[src/rtl/instr_fetch_unit.sv]
`default_nettype none
// ============================================================================
// Module      : instr_fetch_unit
// Description : Instruction fetch front end. Holds the PC, issues word reads
//               to a synchronous imem (data one cycle after request), buffers
//               returned words in a small FIFO and hands them to decode via a
//               valid/ready handshake. External redirects flush the FIFO and
//               kill any response that is returning.
//               Optional macro PREDECODE_JUMP_EN: returning 'j' words
//               self-redirect the fetch PC as they are pushed.
// Revision    : 1.0 - initial release
// ============================================================================
module instr_fetch_unit #(
  parameter logic [31:0] RESET_PC   = 32'h0000_0000,
  parameter int          FIFO_DEPTH = 2
) (
  input  logic        clk,
  input  logic        reset,
  output logic        imem_req,
  output logic [31:0] imem_addr,
  input  logic [31:0] imem_rdata,
  output logic [31:0] instr,
  output logic [31:0] instr_pc,
  output logic        instr_valid,
  input  logic        instr_ready,
  input  logic        redirect,
  input  logic [31:0] redirect_pc
);

  localparam int c_ptr_w = $clog2(FIFO_DEPTH);
  localparam int c_cnt_w = $clog2(FIFO_DEPTH + 1);

  typedef logic [c_ptr_w-1:0] ptr_t;
  typedef logic [c_cnt_w-1:0] cnt_t;
  typedef logic [c_cnt_w:0]   occ_t;

  // Architectural state
  logic [31:0] pc_q, pc_d;
  ptr_t        rd_ptr_q, rd_ptr_d;
  ptr_t        wr_ptr_q, wr_ptr_d;
  cnt_t        cnt_q, cnt_d;
  logic        inflight_q;
  logic [31:0] inflight_pc_q;
  logic        killed_q;
  logic [31:0] fifo_instr_q [FIFO_DEPTH];
  logic [31:0] fifo_pc_q    [FIFO_DEPTH];

  // Handshake / control wires
  logic        pop;
  logic        push;
  logic        issue;
  logic        jump;
  logic [31:0] jump_target;
  occ_t        occ;
  ptr_t        head_idx;

  assign instr_valid = (cnt_q != '0);
  assign pop         = instr_valid & instr_ready;

  // A returning word is kept unless its fetch was killed or a redirect
  // flushes the stream in the very cycle it arrives.
  assign push = inflight_q & ~killed_q & ~redirect;

  // Occupancy credits the pop of this cycle so a full-rate stream keeps
  // one word buffered, one returning and one being issued with no bubbles.
  assign occ   = occ_t'(cnt_q) + occ_t'(inflight_q) - occ_t'(pop);
  assign issue = ~reset & ~redirect & (occ < occ_t'(FIFO_DEPTH));

  assign imem_req  = issue;
  assign imem_addr = pc_q;

  // When empty, show the most recently delivered entry so outputs hold steady.
  assign head_idx = (cnt_q == '0) ? (rd_ptr_q - ptr_t'(1)) : rd_ptr_q;
  assign instr    = fifo_instr_q[head_idx];
  assign instr_pc = fifo_pc_q[head_idx];

`ifdef PREDECODE_JUMP_EN
  logic [31:0] jump_pc4;
  assign jump_pc4    = inflight_pc_q + 32'd4;
  assign jump        = push & (imem_rdata[31:26] == 6'h02);
  assign jump_target = {jump_pc4[31:28], imem_rdata[25:0], 2'b00};
`else
  assign jump        = 1'b0;
  assign jump_target = 32'h0000_0000;
`endif

  // Next-state for PC (redirect > self-jump > sequential) and FIFO bookkeeping
  always_comb begin
    pc_d = pc_q;
    if (redirect)   pc_d = {redirect_pc[31:2], 2'b00};
    else if (jump)  pc_d = jump_target;
    else if (issue) pc_d = pc_q + 32'd4;

    rd_ptr_d = pop ? (rd_ptr_q + ptr_t'(1)) : rd_ptr_q;

    if (redirect) begin
      wr_ptr_d = rd_ptr_d;
      cnt_d    = '0;
    end else begin
      wr_ptr_d = push ? (wr_ptr_q + ptr_t'(1)) : wr_ptr_q;
      cnt_d    = cnt_q + cnt_t'(push) - cnt_t'(pop);
    end
  end

  // State registers; the request issued alongside a self-jump is marked killed
  always_ff @(posedge clk or posedge reset) begin
    if (reset) begin
      pc_q          <= RESET_PC;
      rd_ptr_q      <= '0;
      wr_ptr_q      <= '0;
      cnt_q         <= '0;
      inflight_q    <= 1'b0;
      inflight_pc_q <= '0;
      killed_q      <= 1'b0;
      for (int i = 0; i < FIFO_DEPTH; i++) begin
        fifo_instr_q[i] <= '0;
        fifo_pc_q[i]    <= '0;
      end
    end else begin
      pc_q       <= pc_d;
      rd_ptr_q   <= rd_ptr_d;
      wr_ptr_q   <= wr_ptr_d;
      cnt_q      <= cnt_d;
      inflight_q <= issue;
      killed_q   <= issue & jump;
      if (issue) inflight_pc_q <= pc_q;
      if (push) begin
        fifo_instr_q[wr_ptr_q] <= imem_rdata;
        fifo_pc_q[wr_ptr_q]    <= inflight_pc_q;
      end
    end
  end

endmodule
`default_nettype wire
[config.mk]
export PLATFORM = sky130hd
export DESIGN_NAME = instr_fetch_unit
export DESIGN_NICKNAME = d
export VERILOG_FILES = /design/src/rtl/instr_fetch_unit.sv
export SDC_FILE = /design/constraint.sdc
export NUM_CORES = 1
export LEC_CHECK = 0
export BUFFER_PORTS_ARGS = -buffer_cell sky130_fd_sc_hd__buf_4
export CAP_MARGIN = 5
export CORE_UTILIZATION = 57
export CTS_BUF_LIST = sky130_fd_sc_hd__clkbuf_8
export DETAILED_ROUTE_END_ITERATION = 12
export PLACE_DENSITY = 0.88
export SYNTH_ARGS = -nofsm -noshare
export SYNTH_HDL_FRONTEND = slang
export SYNTH_SLANG_ARGS = --single-unit
[constraint.sdc]
create_clock -name clk -period 6 [get_ports clk]
set_input_delay 0 -clock clk [delete_from_list [all_inputs] [get_ports clk]]
set_output_delay 0 -clock clk [all_outputs]
set_load 0.005 [all_outputs]
# Yosys cells after proc, flatten, opt, wreduce, memory -nomap -nowiden
# Cells that the tools add are included.
[classes]
bitwise_logic = 8
mux = 17
addsub = 8
order_cmp = 4
reduce_logical = 5
[op_table]
columns = ["op", "n"]
rows = [
  ["2-to-1 mux 32 bit", 9],
  ["bitwise mux 64 bit", 2],
  ["adder 32 x 3 -> 32 bit, second input constant", 1],
  ["demux 32 bit (select 1 bit)", 1],
  ["nonzero test 2 bit", 3],
  ["AND 1 bit", 4],
  ["greater-or-equal comparator 2 bit, second input constant", 2],
  ["2-to-1 mux 1 bit", 4],
  ["inverter 1 -> 2 bit", 2],
  ["adder 2 x 1 -> 3 bit", 1],
  ["less-than comparator 3 x 2 -> 1 bit, second input constant", 1],
  ["subtractor 3 x 1 -> 3 bit", 1],
  ["adder 1 bit, second input constant", 2],
  ["adder 2 x 1 -> 2 bit", 1],
  ["logical NOT 2 bit", 1],
  ["less-than comparator 2 x 1 -> 1 bit, second input constant", 1],
  ["2-to-1 mux 2 bit", 1],
  ["inverter 1 bit", 2],
  ["subtractor 2 x 1 -> 2 bit", 1],
  ["logical AND 1 bit", 1],
  ["subtractor 1 bit, second input constant", 1],
]
[word_totals]
reg_bits = 197
elab_cells = 52

# Longest topological paths before layout
# Gate-level depths: netlist (run 1).
[depth]
depth_word = 7
ltp_mapped = 14
ltp_nobuf = 11

# Worst setup path before layout (run 1)
# No wires, ideal clock.
[synth_path]
path_type = "reg2reg"
startpoint = "reg cnt_q[1]"
endpoint = "reg pc_q[11], in the netlist imem_addr[11]"
period_less_slack_ns = 3.237
path_slack_ns = 2.763
n_path_buf = 0
arrival_ns = 3.113
setup_time_ns = 0.124
path_stages_with_launch = 12
path_cell_list = "dfrtp_1 > or2_2 > nand2_1 > inv_1 > ha_1 > nand2b_1 > fa_1 > or3b_1 > nor4_1 > and2b_1 > a21oi_1 > a211o_1"
[synth_between]
elab_chain_len = 6
[synth_rtl]
columns = ["element", "line", "source"]
rows = [
  ["start, declared", "41", "cnt_t cnt_q, cnt_d;"],
  ["start signal, assigned", "123", "cnt_q <= cnt_d;"],
  ["nonzero test 2 bit", "57", "assign instr_valid = (cnt_q != '0);"],
  ["via instr_valid", "24", "output logic instr_valid,"],
  ["AND 1 bit", "58", "assign pop = instr_valid & instr_ready;"],
  ["subtractor 3 x 1 -> 3 bit", "66", "assign occ = occ_t'(cnt_q) + occ_t'(inflight_q) - occ_t'(pop);"],
  ["less-than comparator 3 x 2 -> 1 bit", "67", "assign issue = ~reset & ~redirect & (occ < occ_t'(FIFO_DEPTH));"],
  ["AND 1 bit", "67", ""],
  ["nonzero test 2 bit (no source line)", "n/a", ""],
  ["end signal, assigned", "120", "pc_q <= pc_d;"],
  ["end, declared", "38", "logic [31:0] pc_q, pc_d;"],
]
# The timed path passes the listed nets, and every way through them passes these cells.
# A chain may end at the register's enable or synchronous reset.

# Final worst setup path (run 1)
[layout_path]
startpoint = "reg cnt_q[1]"
endpoint = "out imem_req"
[layout_between]
elab_chain_len = 5
[layout_rtl]
columns = ["element", "line", "source"]
rows = [
  ["branches (longest 2 deep; another with adder 2 x 1 -> 3 bit)", "n/a", ""],
  ["subtractor 3 x 1 -> 3 bit (*)", "66", ""],
  ["less-than comparator 3 x 2 -> 1 bit (*)", "67", ""],
  ["AND 1 bit (*)", "67", ""],
  ["end, declared", "19", "output logic imem_req,"],
]
# Mark *: on every way between the ends.

==> results.txt, run 1 <==
post-layout utilization of the core: 75.6%
Cell Area, Placed: 9810 sq um
Routed wire per std cell: 18.2 um
Top FF cell, synth: dfrtp_1
worst-path fanout max: 35
I/O Buffers: 159
WS Path Type: reg -> out
Synth async-reset ratio: 100%
drt total wl: 20.0 mm
Worst path max stage delay: 0.95 ns
starting density of the core: 58.2%
worst hold slack: 0.224 ns
#FFs+latches synth: 189
top-area cell type share of the netlist area: 55.9%
antenna cells: 0
Routed met3 length: 1.25 mm
Reg clk slew, reported paths: 0.09 ns
Seq/Total Area, Yosys: 55.9%
top cells by area, synth: dfrtp_1 (56%), mux2_2 (25%), nand2_1 (5.3%)
Rel. slew slack: 24.0%
Post-synth EDFFs: 0
setup TNS: 0 ns
Tcrit/Tclk final: 76.8%
CTS root buffer: clkbuf_8
Total Power: 5.41 mW
clock tree sinks: 189
# resized after CTS: 0
grt ovf: 0
# Max-Cap Violations: 0
# setup viols final: 0
chip height: 124 um
synthesis-to-finish area growth: 29.8%
Static Leak: 5.18 nW
family with the most delay on the worst path: simple AND/OR/NAND/NOR gates
Yosys cell types: 44
placeable core area: 14500 sq um
Hold Vio Cnt, Final: 0
die width: 124 um
vias in the first global route: 6209
metal1 wirelength: 8.20 mm
die area: 15300 sq um
Slew @ Worst Pin: 1.14 ns
Avg Cell Area, Syn: 12.4 sq um
minimum clock period: 4.61 ns
drt first pass iters: 5
CTS tree: yes
total number of vias: 6126
RSZ-0062 raised after global routing: false
largest net degree at the start of global routing: 133
final instance area: 11000 sq um
CTS max path bufs: 2
CP cell instances: or2_2, nand2_1, inv_1, ha_1, nand2b_1, fa_1, or3b_1, or2_2, inv_1, buf_4
PwrDens: 493 nW/um^2
Worst path slowest cell: inv_1
Syn Std Cell Area: 8460 sq um
Max VDD drop: 0.422 mV
YS warnings: 0
Remaining DRCs: 0
share of layout cells above drive strength 1: 43.2%
I/O Pins: 166
first-pass GRT wire length: 31.4 mm
Top Layer Used: met4
initial antenna violation count: 0
Slew Limit Fails: 0
Worst Setup Slack, final: 1.39 ns
Routability Congestion: 0.831
DRT iter0 DRCs: 406
dpl ws: 1.86 ns
Vias per Instance: 5.58
worst min path class: in -> async
Layout Nets: 974
antenna-violating nets left: 0
Post-CTS Hold Buffers: 72
WP buf/inv: 3
largest area contributor in the netlist: dfrtp_1
CTS H-tree lvls: 4
most frequent cells in the layout: mux2_2 (189), dfrtp_1 (189), buf_4 (162)
Syn Inst Count: 681
status: complete, no violations
Worst Skew: 0.0137 ns
met2 WL post-DR: 10.2 mm
Post-Place Cells: 994
CP arrival: 4.61 ns
required time of the critical path: 6.00 ns
non-filler cells, final: 1098
total CTS buffers: 17
Clock Latency Late Sink: 0.47 ns
Setup Buffers After CTS: 0
Max Fclk: 0.217 GHz
Crit. End Element: output port
DP HPWL: 11.9 mm
GRT Overall Usage: 27.3%
Site Rows: 44
crit path launch type: flop
[cell type report]
class | instances | area [sq um]
Fill cell | 932 | 3550
Inverter | 9 | 41.3
Clock inverter | 12 | 181
Tap cell | 184 | 230
Clock buffer | 20 | 275
Multi-Input combinational cell | 450 | 3590
Sequential cell | 189 | 4730
Timing Repair Buffer | 234 | 1940
[worst paths after layout]
path | from | end | slack, ns | cells past startpoint
setup / recovery | cnt_q[1]$_DFF_PP0_ | imem_req | 1.39 | 10
hold / removal | reset | imem_addr[26]$_DFFE_PP0P_ | 0.22 | 3
setup reg to reg | cnt_q[1]$_DFF_PP0_ | inflight_pc_q[8]$_DFFE_PP0P_ | 1.80 | 11
hold reg to reg | inflight_pc_q[18]$_DFFE_PP0P_ | inflight_pc_q[18]$_DFFE_PP0P_ | 0.50 | 2
max in group asynchronous | reset | fifo_instr_q[35]$_DFFE_PP0P_ | 4.52 | 4
min in group clk | redirect_pc[17] | imem_addr[17]$_DFFE_PP0P_ | 0.31 | 4
[kinds of logic after synthesis]
kind of cell / count (synthesis) / synth area share, %
simple gates: 187 / 10.1
buf+inv: 45 / 2.31
fa+ha+maj: 5 / 0.828
other cells: 1 / 0.0443
compound gates: 36 / 2.53
xor+xnor: 26 / 2.78
mux: 192 / 25.5
flops: 189 / 55.9
[cells in the mapped netlist (2+ instances only)]
cell type / n
nand3_2: 2
xor2_1: 13
a21oi_1: 2
xnor2_1: 12
dfrtp_1: 189
nor4_1: 3
o211ai_1: 2
o21ai_0: 23
buf_4: 4
a31oi_1: 2
nor2_1: 11
inv_1: 9
nand2_1: 120
nand2b_1: 2
ha_1: 4
or2_2: 2
clkbuf_1: 23
nor3_1: 5
and3_1: 3
nand3_1: 14
nor2b_1: 2
mux2i_1: 3
mux2_2: 189
buf_2: 9
nand4_1: 14
[tightest hold or removal path, cell delays in order]
cell           delay [ns]
dlygate4sd3_1        0.54
buf_4                0.16
inv_8                0.52
[sequential cells by signal (all words and copies together) (netlist names)]
signal	cells
fifo_pc_q	60
inflight_pc_q	30
fifo_instr_q	64
inflight_q	1
wr_ptr_q	1
cnt_q	2
rd_ptr_q	1
imem_addr	30
[routing by layer]
layer	GRT usage (%)	vias up
li1	-	2803
met1	33.9	3076
met2	47.0	218
met3	6.41	29
met4	9.04	0
met5	0	-
[where the power goes]
part           internal (mW)  switching [mW]
Sequential              1.80           0.329
Clock                  0.490           0.454
Combinational           1.40           0.933
Power figures use the tool's default switching activity.
==> inputs of run 2 (changes only) <==
--- a/config.mk
+++ b/config.mk
@@ -5,12 +5,13 @@
 export SDC_FILE = /design/constraint.sdc
 export NUM_CORES = 1
 export LEC_CHECK = 0
+export ABC_AREA = 1
 export BUFFER_PORTS_ARGS = -buffer_cell sky130_fd_sc_hd__buf_4
 export CAP_MARGIN = 5
-export CORE_UTILIZATION = 57
+export CORE_UTILIZATION = 52
 export CTS_BUF_LIST = sky130_fd_sc_hd__clkbuf_8
 export DETAILED_ROUTE_END_ITERATION = 12
-export PLACE_DENSITY = 0.88
+export PLACE_DENSITY = 0.84
 export SYNTH_ARGS = -nofsm -noshare
 export SYNTH_HDL_FRONTEND = slang
 export SYNTH_SLANG_ARGS = --single-unit
==> constraint.sdc (replaced) <==
create_clock -name clk -period 3.8 [get_ports clk]
set_input_delay 0 -clock clk [delete_from_list [all_inputs] [get_ports clk]]
set_output_delay 0 -clock clk [all_outputs]
set_load 0.005 [all_outputs]
==> run 2 against run 1 <==
Compared with the run above:
- total power grew 67%
- clock power grew 37%
- hold slack gained 0.11 ns
- highest routed layer unchanged
- cell count grew 48%
- largest power group unchanged
- sequential cell count is the same
- largest cell class unchanged
- non-clock buffer count grew 3
- sequential power grew 61%
==> results.txt, run 2 <==
# setup viols final: 0 (unchanged)
crit path launch type: flop (unchanged)
synth cell count leaders: nand2_1 (357), inv_1 (196), dfrtp_1 (189), o21ai_0 (152), nor2_1 (67) (was dfrtp_1 (189), mux2_2 (189), nand2_1 (120), clkbuf_1 (23), o21ai_0 (23))
reg2reg path depth: 15 (was 11)
Seq/Total Area, Yosys: 51.6% (was 55.9%)
WP buf/inv: 6 (was 3)
die area: 18200 sq um (was 15300 sq um)
commonest non-fill, non-tap cell in the layout: nand2_1
biggest regs: fifo_instr_q (64), fifo_pc_q (60) (unchanged)
chip height: 135 um (was 124 um)
largest net degree at the start of global routing: 190 (was 133)
Routability Congestion: 0.925 (was 0.831)
first-pass GRT wire length: 36.9 mm (was 31.4 mm)
number of flip-flops in the largest register: 64 (unchanged)
RSZ-0062 raised after global routing: false (unchanged)
drt first pass iters: 5 (unchanged)
Reg2Reg Launch Point: cnt_q[1]$_DFF_PP0_ (unchanged)
Routed wire per std cell: 14.0 um (was 18.2 um)
Hold Vio Cnt, Final: 0 (unchanged)
CP cell instances: nor2_2, inv_1, nand2_1, inv_1, ha_1, inv_1, nand2_1, fa_1, nand2_1, nor2_1, nand2_2, inv_1, buf_4, buf_4 (was or2_2, nand2_1, inv_1, ha_1, nand2b_1, fa_1, or3b_1, or2_2, inv_1, buf_4)
I/O Pins: 166 (unchanged)
YS warnings: 0 (unchanged)
I/O Buffers: 159 (unchanged)
Yosys cell types: 28 (was 44)
total CTS buffers: 17 (unchanged)
worst min path class: in -> reg (was in -> async)
metal1 wirelength: 9.68 mm (was 8.20 mm)
Hold Crit Start: imem_rdata[13]
#FFs+latches synth: 189 (unchanged)
Worst Skew: 0.0133 ns (was 0.0137 ns)
Static Leak: 5.90 nW (was 5.18 nW)
Routed met3 length: 1.25 mm (about the same)
Vias per Instance: 5.12 (was 5.58)
Avg Cell Area, Syn: 7.70 sq um (was 12.4 sq um)
Remaining DRCs: 0 (unchanged)
status: complete, no violations (unchanged)
CP most frequent cell: inv_1
DRT iter0 DRCs: 781 (was 406)
met2 WL post-DR: 11.2 mm (was 10.2 mm)
most frequent cells in the layout: nand2_1 (356), inv_1 (195), dfrtp_1 (189) (was mux2_2 (189), dfrtp_1 (189), buf_4 (162))
total number of vias: 8335 (was 6126)
Tcrit/Tclk final: 80.9%
Rel. slew slack: 29.8% (was 24.0%)
Post-CTS Hold Buffers: 72 (unchanged)
DP HPWL: 14.2 mm (was 11.9 mm)
Worst path slowest cell: fa_1 (was inv_1)
placeable core area: 17200 sq um (was 14500 sq um)
Biggest register: fifo_instr_q (unchanged)
CTS root buffer: clkbuf_8 (unchanged)
Top FF cell, synth: dfrtp_1 (unchanged)
starting density of the core: 53.2% (was 58.2%)
Synth async-reset ratio: 100% (unchanged)
top-area cell type share of the netlist area: 51.6% (was 55.9%)
initial antenna violation count: 0 (unchanged)
drt total wl: 22.8 mm (was 20.0 mm)
synthesis-to-finish area growth: 25.3% (was 29.8%)
PwrDens: 784 nW/um^2 (was 493 nW/um^2)
Max VDD drop: 0.772 mV (was 0.422 mV)
Syn Std Cell Area: 9170 sq um (was 8460 sq um)
Slew @ Worst Pin: 1.05 ns (was 1.14 ns)
Layout Nets: 1462 (was 974)
antenna cells: 0 (unchanged)
Post-Place Cells: 1523 (was 994)
CTS tree: yes (unchanged)
layout filler cell count: 1310 (was 932)
required time of the critical path: 3.80 ns (was 6.00 ns)
family with the most delay on the worst path: adder cells (was simple AND/OR/NAND/NOR gates)
CP arrival: 3.07 ns (was 4.61 ns)
CTS max path bufs: 2 (unchanged)
Clock Latency Late Sink: 0.47 ns (about the same)
GRT Overall Usage: 25.8% (was 27.3%)
minimum clock period: 3.07 ns
top cells by area, synth: dfrtp_1 (52%), nand2_1 (15%), o21ai_0 (8.3%) (was dfrtp_1 (56%), mux2_2 (25%), nand2_1 (5.3%))
hold endpoint: fifo_instr_q[45]$_DFFE_PP0P_
Top Layer Used: met4 (unchanged)
non-filler cells, final: 1627 (was 1098)
Slew Limit Fails: 0 (unchanged)
Post-synth EDFFs: 0 (unchanged)
Total Power: 9.01 mW (was 5.41 mW)
Reg clk slew, reported paths: 0.11 ns (was 0.09 ns)
clock tree sinks: 189 (unchanged)
# resized after CTS: 0 (unchanged)
Reg-to-Reg End: imem_addr[8]$_DFFE_PP0P_ (was inflight_pc_q[8]$_DFFE_PP0P_)
Worst path max stage delay: 0.50 ns (was 0.95 ns)
hold depth: 4
FF-to-FF setup slack: 0.82 ns (was 1.80 ns)
die width: 135 um (was 124 um)
CTS H-tree lvls: 4 (unchanged)
Setup Buffers After CTS: 0 (unchanged)
vias in the first global route: 7703 (was 6209)
Site Rows: 48 (was 44)
Max Fclk: 0.325 GHz
antenna-violating nets left: 0 (unchanged)
largest area contributor in the netlist: dfrtp_1 (unchanged)
share of layout cells above drive strength 1: 15.1% (was 43.2%)
Crit. End Element: output port (unchanged)
WS Path Type: reg -> out (unchanged)
count leader, synth: nand2_1
grt ovf: 0 (unchanged)
Syn Inst Count: 1191 (was 681)
setup TNS: 0 ns (unchanged)
worst-path fanout max: 22 (was 35)
post-layout utilization of the core: 66.7% (was 75.6%)
# Max-Cap Violations: 0 (unchanged)
run 2: metal layers:
metal,track usage (%),vias up
met2,42.5,355
met3,3.79,64
met1,34.3,3841
li1,-,4075
met4,11.0,0
met5,0,-
run 2: how the worst max path moves through the flow:
stage | start | end | slack [ns] | cells past startpoint
floorplan | reset | imem_addr[2]$_DFFE_PP0P_ | 0.19 | 9
global placement | cnt_q[1]$_DFF_PP0_ | imem_addr[8]$_DFFE_PP0P_ | 1.00 | 15
global route | cnt_q[1]$_DFF_PP0_ | imem_req | 0.50 | 14
CTS | cnt_q[1]$_DFF_PP0_ | imem_req | 0.71 | 14
detailed placement | cnt_q[1]$_DFF_PP0_ | imem_addr[8]$_DFFE_PP0P_ | 0.92 | 15
finish | cnt_q[1]$_DFF_PP0_ | imem_req | 0.73 | 14
run 2: area by class of cell:
type	instances	area [sq um]	area share, %
flip-flops and latches	189	4730	41.1
clock inverters	13	126	1.10
well taps	225	282	2.45
clock buffers	19	262	2.27
multi-input cells	747	3340	29.1
inverters	197	748	6.51
repair buffers	237	2010	17.5
run 2: logic make-up (layout without fill, tap and decap cells):
family | Yosys count | in the layout | share of synthesized area, %
simple gates | 497 | 497 | 21.5
buf+inv | 258 | 466 | 12.5
compound gates | 237 | 237 | 13.2
flops | 189 | 189 | 51.6
fa+ha+maj | 5 | 5 | 0.764
xor+xnor | 4 | 4 | 0.464
other cells | 1 | 4 | 0.0409
run 2: metrics by stage:
stage | hold slack (ns) | worst slack [ns] | instance area, sq um
after CTS | 0.306 | 0.711 | 11500
final | 0.333 | 0.726 | 11500
after floorplan | 0.117 | 0.195 | 9190
after global placement | 0.205 | 1.00 | 10400
after detailed placement | 0.204 | 0.925 | 10400
after global routing | 0.335 | 0.505 | 11500
run 2: report_power, final:
group	switching, mW	leakage (nW)	internal, mW
Combinational	2.39	3.35	1.90
Sequential	0.561	2.35	2.87
Clock	0.776	0.192	0.516
Total	3.73	5.90	5.29
run 2: worst reg2reg max path, stage by stage (launching register included):
cell and delay (ns):
dfrtp_1 0.47, nor2_2 0.27, inv_1 0.09, nand2_1 0.09
inv_1 0.06, ha_1 0.26, inv_1 0.05, nand2_1 0.06
fa_1 0.50, nand2_1 0.05, nor2_1 0.11, nand2_2 0.10
nand2_1 0.42, inv_1 0.12, nand2_1 0.10, nand3_1 0.10
==> inputs of run 3 (changes only) <==
==> constraint.sdc (replaced) <==
create_clock -name clk -period 2.8 [get_ports clk]
set_input_delay 0 -clock clk [delete_from_list [all_inputs] [get_ports clk]]
set_output_delay 0 -clock clk [all_outputs]
set_load 0.005 [all_outputs]
==> run 3 against run 2 <==
Compared with the run above:
- cell count up 0.92%
- total power up 40%
- worst setup slack worse by 0.68 ns
- via count about the same
- register-to-register slack worse by 0.74 ns
- hold slack worse by 0.0039 ns
- global-route usage up 0.19 points
- routed wire length up 0.37%
- cell area up 2.2%
- sequential cell count unchanged
- first-iteration DRC count down 3.3%
- largest cell class unchanged
- highest routed layer unchanged
==> results.txt, run 3 (synthesized netlist as in run 2, its figures left out) <==
status: complete, no violations (unchanged)
I/O Buffers: 159 (unchanged)
GRT Overall Usage: 26.0% (was 25.8%)
chip height: 135 um (unchanged)
area of the multi-input gates: 3410 sq um (was 3340 sq um)
placeable core area: 17200 sq um (unchanged)
Reg clk slew, reported paths: 0.10 ns (was 0.11 ns)
Sw Pwr: 5.10 mW (was 3.73 mW)
clock share of power: 14.8% (was 14.3%)
RSZ-0062 raised after global routing: true (was false)
die width: 135 um (unchanged)
CP cell instances: nor2_2, inv_2, nand2_4, inv_4, ha_4, inv_2, nand2_2, fa_1, nand2_2, nor2_2, nand2_2, inv_4, buf_12, buf_6 (was nor2_2, inv_1, nand2_1, inv_1, ha_1, inv_1, nand2_1, fa_1, nand2_1, nor2_1, nand2_2, inv_1, buf_4, buf_4)
Hold Vio Cnt, Final: 0 (unchanged)
clock tree sinks: 189 (unchanged)
synthesis-to-finish area growth: 28.1% (was 25.3%)
die area: 18200 sq um (unchanged)
Crit. End Element: output port (unchanged)
Reg-to-Reg End: imem_addr[7]$_DFFE_PP0P_ (was imem_addr[8]$_DFFE_PP0P_)
most frequent cells in the layout: nand2_1 (352), inv_1 (191), dfrtp_1 (189) (was nand2_1 (356), inv_1 (195), dfrtp_1 (189))
worst-path fanout max: 8 (was 22)
FF-to-FF setup slack: 0.08 ns (was 0.82 ns)
WS Path Type: reg -> out (unchanged)
Routability Congestion: 0.900 (was 0.925)
reg2reg path depth: 17 (was 15)
initial antenna violation count: 0 (unchanged)
sw frac: 40.4% (was 41.3%)
hold depth: 4 (unchanged)
antenna-violating nets left: 0 (unchanged)
Slew Limit Fails: 0 (unchanged)
internal power: 7.53 mW (was 5.29 mW)
antenna cells: 0 (unchanged)
CTS max path bufs: 2 (unchanged)
CP arrival: 2.76 ns (was 3.07 ns)
Clock Latency Late Sink: 0.48 ns (was 0.47 ns)
Rel. slew slack: 28.0% (was 29.8%)
Cell Area, Placed: 10400 sq um (about the same)
Worst path slowest cell: fa_1 (unchanged)
drt total wl: 22.9 mm (was 22.8 mm)
Static Leak: 5.99 nW (was 5.90 nW)
Biggest register: fifo_instr_q (unchanged)
CTS root buffer: clkbuf_8 (unchanged)
DP HPWL: 13.8 mm (was 14.2 mm)
commonest non-fill, non-tap cell in the layout: nand2_1 (unchanged)
final instance area: 11800 sq um (was 11500 sq um)
layout filler cell count: 1313 (was 1310)
PwrDens: 1080 nW/um^2 (was 784 nW/um^2)
Layout Nets: 1477 (was 1462)
CTS tree: yes (unchanged)
minimum clock period: 2.76 ns
hold endpoint: fifo_instr_q[43]$_DFFE_PP0P_ (was fifo_instr_q[45]$_DFFE_PP0P_)
CP most frequent cell: nand2_2 (was inv_1)
I/O Pins: 166 (unchanged)
drt first pass iters: 7 (was 5)
number of flip-flops in the largest register: 64 (unchanged)
Max VDD drop: 0.989 mV (was 0.772 mV)
# Max-Cap Violations: 0 (unchanged)
Reg power frac: 36.9% (was 38.1%)
starting density of the core: 53.2% (unchanged)
FF+latch area: 4730 sq um (unchanged)
CTS H-tree lvls: 4 (unchanged)
grt ovf: 0 (unchanged)
Remaining DRCs: 0 (unchanged)
Vias per Instance: 5.07 (was 5.12)
largest net degree at the start of global routing: 190 (unchanged)
DRT iter0 DRCs: 755 (was 781)
Combinational Power Share: 48.3% (was 47.6%)
total number of vias: 8329 (was 8335)
Worst Skew: 0.0142 ns (was 0.0133 ns)
Max Fclk: 0.363 GHz
Total Power: 12.6 mW (was 9.01 mW)
worst min path class: in -> reg (unchanged)
# setup viols final: 0 (unchanged)
biggest regs: fifo_instr_q (64), fifo_pc_q (60) (unchanged)
Worst path max stage delay: 0.54 ns (was 0.50 ns)
total CTS buffers: 17 (unchanged)
Site Rows: 48 (unchanged)
Tcrit/Tclk final: 98.5%
Routed wire per std cell: 13.9 um (was 14.0 um)
Hold Crit Start: imem_rdata[11] (was imem_rdata[13])
CP startpoint: cnt_q[0]$_DFF_PP0_ (was cnt_q[1]$_DFF_PP0_)
first-pass GRT wire length: 37.0 mm (was 36.9 mm)
Slew @ Worst Pin: 1.08 ns (was 1.05 ns)
vias in the first global route: 7860 (was 7703)
required time of the critical path: 2.80 ns (was 3.80 ns)
Reg2Reg Launch Point: cnt_q[0]$_DFF_PP0_ (was cnt_q[1]$_DFF_PP0_)
share of layout cells above drive strength 1: 17.6% (was 15.1%)
crit path launch type: flop (unchanged)
[run 3: cell types whose count changed in the layout (fill, tap and decap cells not counted), moves of 3 or more]
cell / previous run / this run
nor2_1: 67 / 55
nand2_2: 2 / 5
inv_1: 195 / 191
buf_4: 161 / 173
nand2_1: 356 / 352
nor2_2: 4 / 15
[run 3: power by group through the flow]
| stage | combinational (mW) | clock, mW | sequential (mW) |
|---|---|---|---|
| after floorplan | 3.51 | 0 | 4.51 |
| after global placement | 5.55 | 0 | 4.64 |
| after detailed placement | 5.71 | 0 | 4.68 |
| after CTS | 5.91 | 1.90 | 4.64 |
| after global routing | 6.87 | 2.01 | 4.81 |
| final | 6.11 | 1.87 | 4.66 |
[run 3: layout make-up]
class                   instances  area share (%)
clock buffers                  19            2.23
clock inverters                13            1.31
inverters                     197            6.41
multi-input cells             747            29.0
flip-flops and latches        189            40.2
well taps                     225            2.40
repair buffers                252            18.4
[run 3: how the worst max path moves through the flow]
stage | to
final | imem_req
after global routing | imem_req
after CTS | imem_req
after detailed placement | imem_addr[21]$_DFFE_PP0P_
after global placement | imem_addr[19]$_DFFE_PP0P_
after floorplan | imem_addr[30]$_DFFE_PP0P_
[run 3: repair_timing]
| item | CTS | global route |
|---|---|---|
| endpoints found under the setup margin | 43 | 59 |
| hold endpoints to repair | 287 | 0 |
| gates cloned | 1 | 0 |
| pin swaps | 0 | 7 |
| setup buffers | 1 | 9 |
| hold buffers | 72 | 0 |
| resized for setup | 5 | 16 |
[run 3: stage by stage]
step	worst slack (ns)	std cells	hold slack, ns	TNS, ns	utilization, %
after floorplan	-0.775	1194	0.117	-43.65	-
after detailed placement	-0.0266	1527	0.226	-0.0715	60.6
after global routing	-0.0629	1642	0.320	-0.0629	68.2
after global placement	0.0920	1527	0.216	0	60.6
after CTS	0.000906	1633	0.307	0	67.5
final	0.0429	1642	0.329	0	68.2
[run 3: worst max-delay path: cells and delay by family (launching register included)]
kind / cells / cell delay (ns)
DFF: 1 / 0.42
adders and majority gates: 2 / 0.74
buffers and inverters: 6 / 0.48
and+or+nand+nor: 6 / 0.65
[run 3: layer usage]
metal  routed length (um)  vias to the layer above  track usage [%]
li1                     -                     4108                -
met1                 9680                     3855             34.1
met2                11100                      327             43.1
met3                 1620                       39             5.29
met4                  439                        0             9.11
met5                    0                        -                0
